### config.mk
export PLATFORM = sky130hd
export DESIGN_NAME = trigger_monitor
export DESIGN_NICKNAME = d
export VERILOG_FILES = /design/src/rtl/trigger_monitor.sv
export SDC_FILE = /design/constraint.sdc
export NUM_CORES = 1
export LEC_CHECK = 0
export ABC_AREA = 1
export CELL_PAD_IN_SITES_DETAIL_PLACEMENT = 0
export CELL_PAD_IN_SITES_GLOBAL_PLACEMENT = 2
export CORE_ASPECT_RATIO = 2
export CORE_MARGIN = 2
export CORE_UTILIZATION = 33
export CTS_CLUSTER_SIZE = 12
export DETAILED_ROUTE_END_ITERATION = 16
export PLACE_DENSITY = 0.89
export SLEW_MARGIN = 20
export SYNTH_ARGS = -nofsm -noshare
export SYNTH_HDL_FRONTEND = slang
export SYNTH_SLANG_ARGS = --single-unit
### constraint.sdc
create_clock -name clk -period 4.8 [get_ports clk]
set_clock_uncertainty 0.05 [all_clocks]
set_input_delay 0.96 -clock clk [delete_from_list [all_inputs] [get_ports clk]]
set_output_delay 0.96 -clock clk [all_outputs]
set_load 0.01 [all_outputs]
### src/rtl/trigger_monitor.sv
// Receive-side checker for the periodic trigger strobe: measures spacing
// between events, declares lock after a run of good periods, flags violations.
module trigger_monitor #(
  parameter int EXP_PERIOD = 2,
  parameter int LOCK_CNT   = 4,
  parameter int TIMEOUT    = 16,
  parameter bit ACTIVE_LOW = 1'b1,
  parameter int CNT_W      = 8
) (
  input  logic             clk,
  input  logic             rst,
  input  logic             trig_in,
  input  logic             clr,
  output logic             evt,
  output logic [CNT_W-1:0] period,
  output logic             locked,
  output logic             err,
  output logic [7:0]       err_cnt
);

  localparam logic             ACT     = ACTIVE_LOW ? 1'b0 : 1'b1;
  localparam logic [CNT_W-1:0] CMAX    = '1;
  localparam logic [CNT_W-1:0] EXP     = CNT_W'(EXP_PERIOD);
  localparam logic [CNT_W-1:0] TO_LAST = CNT_W'(TIMEOUT - 1);
  localparam logic [3:0]       LOCK_N  = 4'(LOCK_CNT);

  typedef enum logic [1:0] {
    IDLE,
    ACQ,
    LOCKED
  } state_t;

  state_t           state;
  state_t           state_n;
  logic             trig_q;
  logic [CNT_W-1:0] cnt;
  logic [CNT_W-1:0] m;
  logic [3:0]       match_run;
  logic [3:0]       run_n;
  logic             e;
  logic             match;
  logic             tmo;
  logic             viol;
  logic             evt_n;
  logic             err_n;
  logic             locked_n;
  logic             upd_period;

  // trig_q is only reset by rst; clr leaves the input stage alone
  always_ff @(posedge clk) begin
    if (rst) trig_q <= ~ACT;
    else     trig_q <= trig_in;
  end

  assign e     = (trig_q == ACT);
  assign m     = (cnt == CMAX) ? CMAX : cnt + CNT_W'(1);
  assign match = (m == EXP);
  assign tmo   = !e && (cnt == TO_LAST);

  always_ff @(posedge clk) begin
    if (rst || clr) state <= IDLE;
    else            state <= state_n;
  end

  always_comb begin
    state_n = state;
    run_n   = match_run;
    viol    = 1'b0;
    unique case (state)
      IDLE: begin
        if (e) begin
          state_n = ACQ;
          run_n   = 4'd0;
        end
      end
      ACQ: begin
        if (e) begin
          if (match) begin
            run_n = match_run + 4'd1;
            if (run_n == LOCK_N) state_n = LOCKED;
          end else begin
            run_n = 4'd0;
          end
        end else if (tmo) begin
          state_n = IDLE;
        end
      end
      LOCKED: begin
        if (e) begin
          if (!match) begin
            viol    = 1'b1;
            state_n = ACQ;
            run_n   = 4'd0;
          end
        end else if (tmo) begin
          viol    = 1'b1;
          state_n = IDLE;
        end
      end
      default: begin
        state_n = IDLE;
        run_n   = 4'd0;
      end
    endcase
  end

  always_comb begin
    evt_n      = e;
    err_n      = viol;
    locked_n   = (state_n == LOCKED);
    upd_period = e && (state != IDLE);
  end

  always_ff @(posedge clk) begin
    if (rst || clr) begin
      cnt       <= '0;
      match_run <= 4'd0;
      period    <= '0;
      evt       <= 1'b0;
      locked    <= 1'b0;
      err       <= 1'b0;
      err_cnt   <= 8'd0;
    end else begin
      if (e)                cnt <= '0;
      else if (cnt != CMAX) cnt <= cnt + CNT_W'(1);
      match_run <= run_n;
      evt       <= evt_n;
      if (upd_period) period <= m;
      locked    <= locked_n;
      err       <= err_n;
      if (viol && err_cnt != 8'hFF) err_cnt <= err_cnt + 8'd1;
    end
  end

endmodule

Yosys cells after proc, flatten, opt, wreduce, memory -nomap -nowiden
Cells that the tools add are included.
{ "totals": {"register_bits": 34, "latchBits": 0, "mem_bits_rw": 0, "mem_bits_ro": 0, "in_bits": 4, "output_inout_bits": 19, "word_cells": 53, "n_memories": 0} }
{ "classes": {"add_sub_neg": 3, "multipliers": 0, "div_mod_pow": 0, "n_lt_le_gt_ge": 0, "n_eq_ne": 13, "shifts": 0, "muxes": 19, "bitwise_logic": 1, "n_reduce_logical": 8} }
{ "ops": {"columns": ["operator", "n"], "rows": [
  ["$mux W4", 5],
  ["$add A8 B1 Y8 const B", 2],
  ["$ne A8 B8 Y1 const B", 2],
  ["$mux W2", 7],
  ["$pmux W4 S3", 1],
  ["$eq A8 B2 Y1 const B", 1],
  ["$eq A8 B4 Y1 const B", 1],
  ["$eq A8 B8 Y1 const B", 1],
  ["$mux W8", 1],
  ["$ne A2 B2 Y1 const B", 4],
  ["$pmux W2 S3", 1],
  ["$add A4 B1 Y4 const B", 1],
  ["$eq A2 B2 Y1 const B", 2],
  ["$eq A4 B3 Y1 const B", 1],
  ["$mux W1", 4],
  ["$reduce_and A4 Y1", 1],
  ["$logic_and A1 B1 Y1", 3],
  ["$eq A2 B1 Y1 const B", 1],
  ["$logic_not A2 Y1", 1],
  ["$reduce_bool A2 Y1", 1],
  ["$reduce_or A2 Y1", 1],
  ["$logic_or A1 B1 Y1", 1],
  ["$not A1 Y1", 1]
]} }

Logic depth before layout (Yosys ltp)
Gate-level depths: netlist (run 1).
{ "logic_depth": {"word_depth": 7, "depth_mapped": 14, "depth_no_buf": 14} }

Worst setup path before layout (run 1)
Ideal clock, no wire load.
{ "synth_path": {"kind": "flip-flop to flip-flop", "startpoint": "reg cnt[0]", "endpoint": "reg match_run[0]", "setup_ns": 0.113, "t_arrival_ns": 1.661, "slack_ns": 2.976, "path_stages_with_launch": 15, "n_path_buf": 1, "path_cell_list": "dfxtp_1 ha_1 nand2_2 nor2_4 nand2_2 buf_6 nand3_2 nor2_1 nand3_2 nand2_4 o21ai_4 nor2_8 nand2_1 nand2_1 nor2_1"} }
{ "synth_via": {"elab_chain_len": 6, "word_cells_on_any_way": 9, "classes_between": "add/sub: 1; eq/ne: 3; mux: 4; reduce/logical: 1"} }
{ "synth_lines": {"columns": ["element", "line_no", "source"], "rows": [
  ["start, declared", "36", "logic [CNT_W-1:0] cnt;"],
  ["start signal, assigned", "125", "else if (cnt != CMAX) cnt <= cnt + CNT_W'(1);"],
  ["$add A8 B1 Y8 or $eq A8 B8 Y1 (tied branches)", "56", "assign m = (cnt == CMAX) ? CMAX : cnt + CNT_W'(1);"],
  ["$mux W8 *", "56", null],
  ["$eq A8 B2 Y1 *", "57", "assign match = (m == EXP);"],
  ["$mux W4", "78", "if (match) begin"],
  ["$mux W4", "77", "if (e) begin"],
  ["$pmux W4 S3", "69", "unique case (state)"],
  ["end signal, assigned", "126", "match_run <= run_n;"],
  ["end, declared", "38", "logic [3:0] match_run;"]
]} }
Every way passes the cells marked *; elsewhere a longest branch is shown, timed or not. The select of a mux whose other input is x is not followed.
A chain may end at the register's enable or synchronous reset.

Final worst setup path (run 1)
{ "layout_path": {"startpoint": "reg err_cnt[2]", "endpoint": "out err_cnt[2]"} }
{ "layout_rtl": {"columns": ["element", "line_no", "source"], "rows": [
  ["start, declared", "18", "output logic [7:0] err_cnt"],
  ["start signal, assigned", "131", "if (viol && err_cnt != 8'hFF) err_cnt <= err_cnt + 8'd1;"]
]} }
No word-level cell between the ends.

==> reports/summary.json, run 1 <==
{
  "clk_root_buffer_cell": "clkbuf_8",
  "antenna_cells": 0,
  "finalWorstPathRequiredPeriod_ns": 2.34,
  "placement.io_buffers": 22,
  "worstRegToRegCells": 13,
  "clk-insertion-delay-late_ns": 0.30,
  "comb_power_share_pct": 5.8,
  "route.final.wire_length_mm": 3.93,
  "postSynth.asyncResetShare_pct": 0,
  "crit_slowest_cell": "clkdlybuf4s50_1",
  "vias_per_cell": 4.82,
  "synthesis.nets": 239,
  "dieWidth_um": 55.3,
  "initial_core_util_pct": 34.1,
  "number_of_antenna_violating_nets_in_the_routed_design": 0,
  "r2r_setup_slack_ns": 2.64,
  "core_area_um2": 5090,
  "detailed_place_hpwl_mm": 3.00,
  "holdPathEnd": "period[1]",
  "yosysWarnings": 0,
  "syn_inst": 231,
  "number_of_antenna_violations_at_the_first_check_in_global_routing": 0,
  "crit_path_cell_trace": "clkdlybuf4s50_1",
  "floorplan.die_area_um2": 5890,
  "synth_edf_count": 0,
  "route.vias.total": 1523,
  "setup_viol": 0,
  "cts-hold-fix-buffers": 0,
  "synthToLayoutAreaGrowth_pct": 20.9,
  "critical_path_source_type": "register",
  "grt_max_degree": 16,
  "share_of_the_cycle_needed_by_the_critical_path_after_routing_pct": 48.8,
  "tritoncts_clock_tree": "done",
  "status": "complete, no violations",
  "grt_setup_unrepaired": "no",
  "tightest_slew_ns": 1.04,
  "ctsResizeCount": 0,
  "slowest_delay_ns": 0.58,
  "internal_power_uw": 413,
  "layout.cells.most_common_list": "nand2_1, nor2_1, dfxtp_1, inv_1, clkdlybuf4s50_1",
  "synth_top_area_share_pct": 39.2,
  "overflow": 0,
  "final_common_cell": "nand2_1",
  "r2r-start": "cnt[0]",
  "clkSinkCount": 34,
  "regToRegEndpoint": "match_run[3]",
  "first_pass_drt_iterations": 4,
  "wl_per_cell_um": 12.4,
  "clock_network_fraction_of_design_power_pct": 41.4,
  "synthDistinctLibCells": 31,
  "p_leak_nw": 0.857,
  "yosys_most_used_dff": "dfxtp_1",
  "cellPowerDensity_nw_per_um2": 261,
  "setup_total_negative_slack_ns": 0,
  "buffer_count_from_post_cts_setup_fixing": 0,
  "cp.arrival_ns": 1.33,
  "hold-worst-slack_ns": 0.462,
  "design_power_total_uw": 548,
  "seq_power_share_pct": 52.9,
  "fmax_ghz": 0.427,
  "postSynthAreaPerCell_um2": 7.51,
  "max-vdd-ir-drop_v": 0.000183,
  "hold_violations": 0,
  "cp_data_required_time_ns": 3.79,
  "postSynthRegisterBits": 34,
  "max_cap_violations": 0,
  "floorplan.die.height_um": 107,
  "path_clk_slew_ns": 0.08,
  "vias_in_the_first_global_route": 1506,
  "wire_length_of_the_first_global_routing_pass_mm": 6.68,
  "path_max_fanout": 6,
  "detail_route.iter0.violations": 23,
  "finish.net_count": 265,
  "critical_path_buffer_and_inverter_count": 1,
  "synth_area_leaders": "dfxtp_1, nand2_1, nor2_1",
  "hold_class": "reg -> reg",
  "top_level_ports": 23,
  "rows": 37,
  "route.detailed.drc": 0,
  "critical_path_class": "reg -> out",
  "setup.worst_path.end_class": "primary output",
  "synthesis.area_um2": 1740,
  "synth_top_area_cell": "dfxtp_1",
  "gp_congestion": 0.738,
  "cts_htree_levels": 2,
  "synth-seq-area-share_pct": 39.2,
  "net_switching_share_of_the_total_power_pct": 24.7,
  "cpLargestDelayFamily": "buffers and inverters",
  "timing.hold.worst.start": "period[1]",
  "netsw_uw": 135,
  "grt_util_all_layers_pct": 14.6,
  "max-slew-margin-rel_pct": 30.8,
  "tritoncts.num_buffers": 5,
  "ctsLongestPathBuffers": 2,
  "holdPathStages": 2,
  "drive_gt1_share_pct": 10.5,
  "drv_slew": 0
}
-- synthesized netlist by cell type (all sizes together) (4+ instances only) --
cell type  count
nand2         45
nor2          40
dfxtp         34
inv           33
nand3         22
a21oi         14
nand4          8
o21ai          6
o211ai         5
xnor2          5
ha             4
xor2           4
-- sequential cells by signal, indices dropped and copies added (netlist names) --
| name | flops |
|---|---|
| locked | 1 |
| trig_q | 1 |
| period | 8 |
| err_cnt | 8 |
| cnt | 8 |
| match_run | 4 |
| state | 2 |
| evt | 1 |
| err | 1 |
-- area by class of cell --
cell class              count  area (um2)
repair buffers             23         228
clock buffers               6        82.6
flip-flops and latches     34         681
clock inverters             2        12.5
inverters                  33         124
fillers                   573        2990
multi-input cells         160         898
well taps                  58        72.6
-- power by group through the flow --
stage	clock, mW	combinational, mW	sequential (mW)
2_1_floorplan	0	0.0232	0.296
3_3_place_gp	0	0.0321	0.297
3_5_place_dp	0	0.0322	0.297
4_1_cts	0.234	0.0323	0.290
5_1_grt	0.245	0.0358	0.291
6_report	0.227	0.0316	0.290
-- logic make-up (layout without fill, tap and decap cells) --
kind of cell / Yosys count / after routing / synth area share (%)
compound gates: 27 / 27 / 9.81
simple gates: 120 / 120 / 34.5
fa+ha+maj: 4 / 4 / 2.88
flops: 34 / 34 / 39.2
xor+xnor: 9 / 9 / 4.54
buf+inv: 37 / 64 / 9.01
-- worst register-to-register path: stages, from the launching register on --
cell	delay, ns
dfxtp_1	0.37
ha_1	0.26
nand2_2	0.12
nor2_4	0.05
nand2_2	0.22
nand3_1	0.18
nor2_1	0.16
nand3_2	0.12
nand2_4	0.13
o21ai_4	0.09
nor2_8	0.15
nand2_1	0.07
nand2_1	0.06
nor2_1	0.03
-- stage by stage --
stage	utilization (%)	instance area [um2]	worst slack, ns	cells
floorplan	-	1740	2.98	231
global placement	39.3	2000	2.41	308
detailed placement	39.3	2000	2.36	308
CTS	41.2	2100	2.45	316
global route	41.2	2100	2.41	316
finish	41.2	2100	2.46	316
-- how the worst max path moves through the flow --
stage                          start            to  depth (start not counted)
after floorplan               cnt[0]  match_run[0]                         14
after global placement           rst     period[4]                          7
after detailed placement         rst     period[4]                          7
after CTS                 err_cnt[2]    err_cnt[2]                          1
after global routing      err_cnt[2]    err_cnt[2]                          1
final                     err_cnt[2]    err_cnt[2]                          1
-- per-layer routing --
| metal | part of all wire [%] | wire length [um] | track usage, % |
|---|---|---|---|
| met1 | 36 | 1420 | 13.2 |
| met3 | 3.1 | 121 | 2.92 |
| met2 | 57 | 2250 | 27.9 |
| met5 | 0 | 0 | 0 |
| met4 | 3.5 | 136 | 10.1 |
Power figures use the tool's default switching activity.
==> inputs of run 2 (changes only) <==
Settings changed: CORE_UTILIZATION 33 to 31, PLACE_DENSITY 0.89 to 0.85.
Clock period 4.8 ns to 2.4 ns, I/O delays scaled along.
==> reports/summary.json, run 2 (synthesis results as in run 1) <==
{
  "detail_route.iter0.violations": 32,
  "drv_slew": 0,
  "wl_per_cell_um": 12.5,
  "layout_top_registers": "cnt (8), err_cnt (8), period (8)",
  "ctsLongestPathBuffers": 2,
  "buffer_count_from_post_cts_setup_fixing": 0,
  "critical_path_buffer_and_inverter_count": 0,
  "cellPowerDensity_nw_per_um2": 514,
  "vias_per_cell": 4.73,
  "setup.worst_path.end_class": "register",
  "cts_htree_levels": 2,
  "route.detailed.drc": 0,
  "share_of_the_cycle_needed_by_the_critical_path_after_routing_pct": 87.6,
  "cts-hold-fix-buffers": 0,
  "finish.utilization_pct": 39.0,
  "floorplan.die_area_um2": 6250,
  "worstRegToRegCells": 13,
  "grt_max_degree": 16,
  "number_of_antenna_violations_at_the_first_check_in_global_routing": 0,
  "r2r_setup_slack_ns": 0.30,
  "grt_setup_unrepaired": "no",
  "detailed_place_hpwl_mm": 3.09,
  "fmax_ghz": 0.476,
  "hold_class": "reg -> reg",
  "post-place-cells": 312,
  "regToRegEndpoint": "match_run[1]",
  "fillCellCount": 611,
  "critical_path_source_type": "register",
  "final_common_cell": "nand2_1",
  "number_of_antenna_violating_nets_in_the_routed_design": 0,
  "path_clk_slew_ns": 0.07,
  "wire_length_of_the_first_global_routing_pass_mm": 6.56,
  "crit_slowest_cell": "dfxtp_1",
  "hold_violations": 0,
  "multiInputGateArea_um2": 898,
  "cp.arrival_ns": 2.23,
  "crit_cells": 13,
  "vias_in_the_first_global_route": 1473,
  "timing.critical_path.from": "cnt[0]",
  "dieWidth_um": 56.9,
  "clkSinkCount": 34,
  "max-vdd-ir-drop_v": 0.000386,
  "crit_path_cell_trace": "ha_1 -> nand2_2 -> nor2_4 -> nand2_2 -> nand3_1 -> nor2_2 -> nand3_2 -> nand2_4 -> o21ai_4 -> nor2_8 -> nand2_1 -> nand2_1 -> nor2_1",
  "tightest_slew_ns": 0.449,
  "grt_util_all_layers_pct": 13.8,
  "top_level_ports": 23,
  "r2r-start": "cnt[0]",
  "rows": 38,
  "core_area_um2": 5420,
  "placement.io_buffers": 22,
  "finish.net_count": 267,
  "route.vias.total": 1515,
  "p_leak_nw": 0.868,
  "sequential_cell_area_um2": 681,
  "status": "complete, no violations",
  "route.final.wire_length_mm": 3.99,
  "overflow": 0,
  "setup_total_negative_slack_ns": 0,
  "tritoncts_clock_tree": "done",
  "slowest_delay_ns": 0.36,
  "clk-insertion-delay-late_ns": 0.28,
  "critical_path_class": "reg -> reg",
  "setup_viol": 0,
  "path_max_fanout": 13,
  "gp_congestion": 0.727,
  "max-slew-margin-rel_pct": 70.1,
  "setup.worst_path.end": "match_run[1]",
  "cpLargestDelayFamily": "simple AND/OR/NAND/NOR gates",
  "drive_gt1_share_pct": 10.8,
  "tritoncts.num_buffers": 5,
  "max_cap_violations": 0,
  "cp_data_required_time_ns": 2.53,
  "finalWorstPathRequiredPeriod_ns": 2.10,
  "ctsResizeCount": 0,
  "floorplan.die.height_um": 110,
  "first_pass_drt_iterations": 4,
  "final_cell_count_no_fill": 320,
  "antenna_cells": 0,
  "layout.cells.most_common_list": "nand2_1, nor2_1, dfxtp_1, inv_1, clkdlybuf4s50_1",
  "initial_core_util_pct": 32.0,
  "synthToLayoutAreaGrowth_pct": 21.7,
  "clk_root_buffer_cell": "clkbuf_8"
}
run 2: cell count changes in the layout (fill, tap and decap cells not counted), sizes merged:
cell      previous run  this run
buf                  1         3
clkbuf               6         7
clkinvlp             1         0
run 2: tightest hold or removal path: stages (launching register included):
cell and delay (ns):
dfxtp_1 0.33, o211ai_1 0.09, inv_1 0.05
run 2: through the flow:
stage | setup slack [ns] | power (mW) | hold WS [ns] | cell area, um2
3_5_place_dp | 0.291 | 0.660 | 0.434 | 2020
5_1_grt | 0.113 | 1.14 | 0.480 | 2110
6_report | 0.297 | 1.08 | 0.448 | 2110
4_1_cts | 0.283 | 1.11 | 0.455 | 2110
3_3_place_gp | 0.279 | 0.659 | 0.429 | 2020
2_1_floorplan | 0.576 | 0.638 | 0.438 | 1740
run 2: worst min-delay path by stage:
stage,slack [ns],startpoint,cells past startpoint,endpoint
after floorplan,0.44,trig_q,1,evt
after global placement,0.43,period[3],2,period[3]
after detailed placement,0.43,period[1],2,period[1]
after CTS,0.45,period[3],2,period[3]
after global routing,0.48,period[2],2,period[2]
final,0.45,period[3],2,period[3]
run 2: area by class of cell:
cell class / instances / share of cell area, %
tap: 60 / 3.55
inverter: 33 / 5.86
clock buffer: 7 / 4.09
sequential: 34 / 32.2
clock inverter: 1 / 0.237
multi-input combinational: 160 / 42.5
timing repair buffer: 25 / 11.5
run 2: power by group:
group	switching [mW]	total, mW	internal, mW
logic	0.0397	0.0657	0.0260
registers	0.00803	0.579	0.571
clock network	0.208	0.440	0.232
run 2: per-layer routing:
metal  global-route usage, %  up-vias  part of all wire [%]
met2                    28.2       16                    61
met5                       0        -                     0
met4                    6.98        0                   2.2
met3                    2.47        4                   2.2
met1                    12.2      697                    35
li1                        -      798                     -
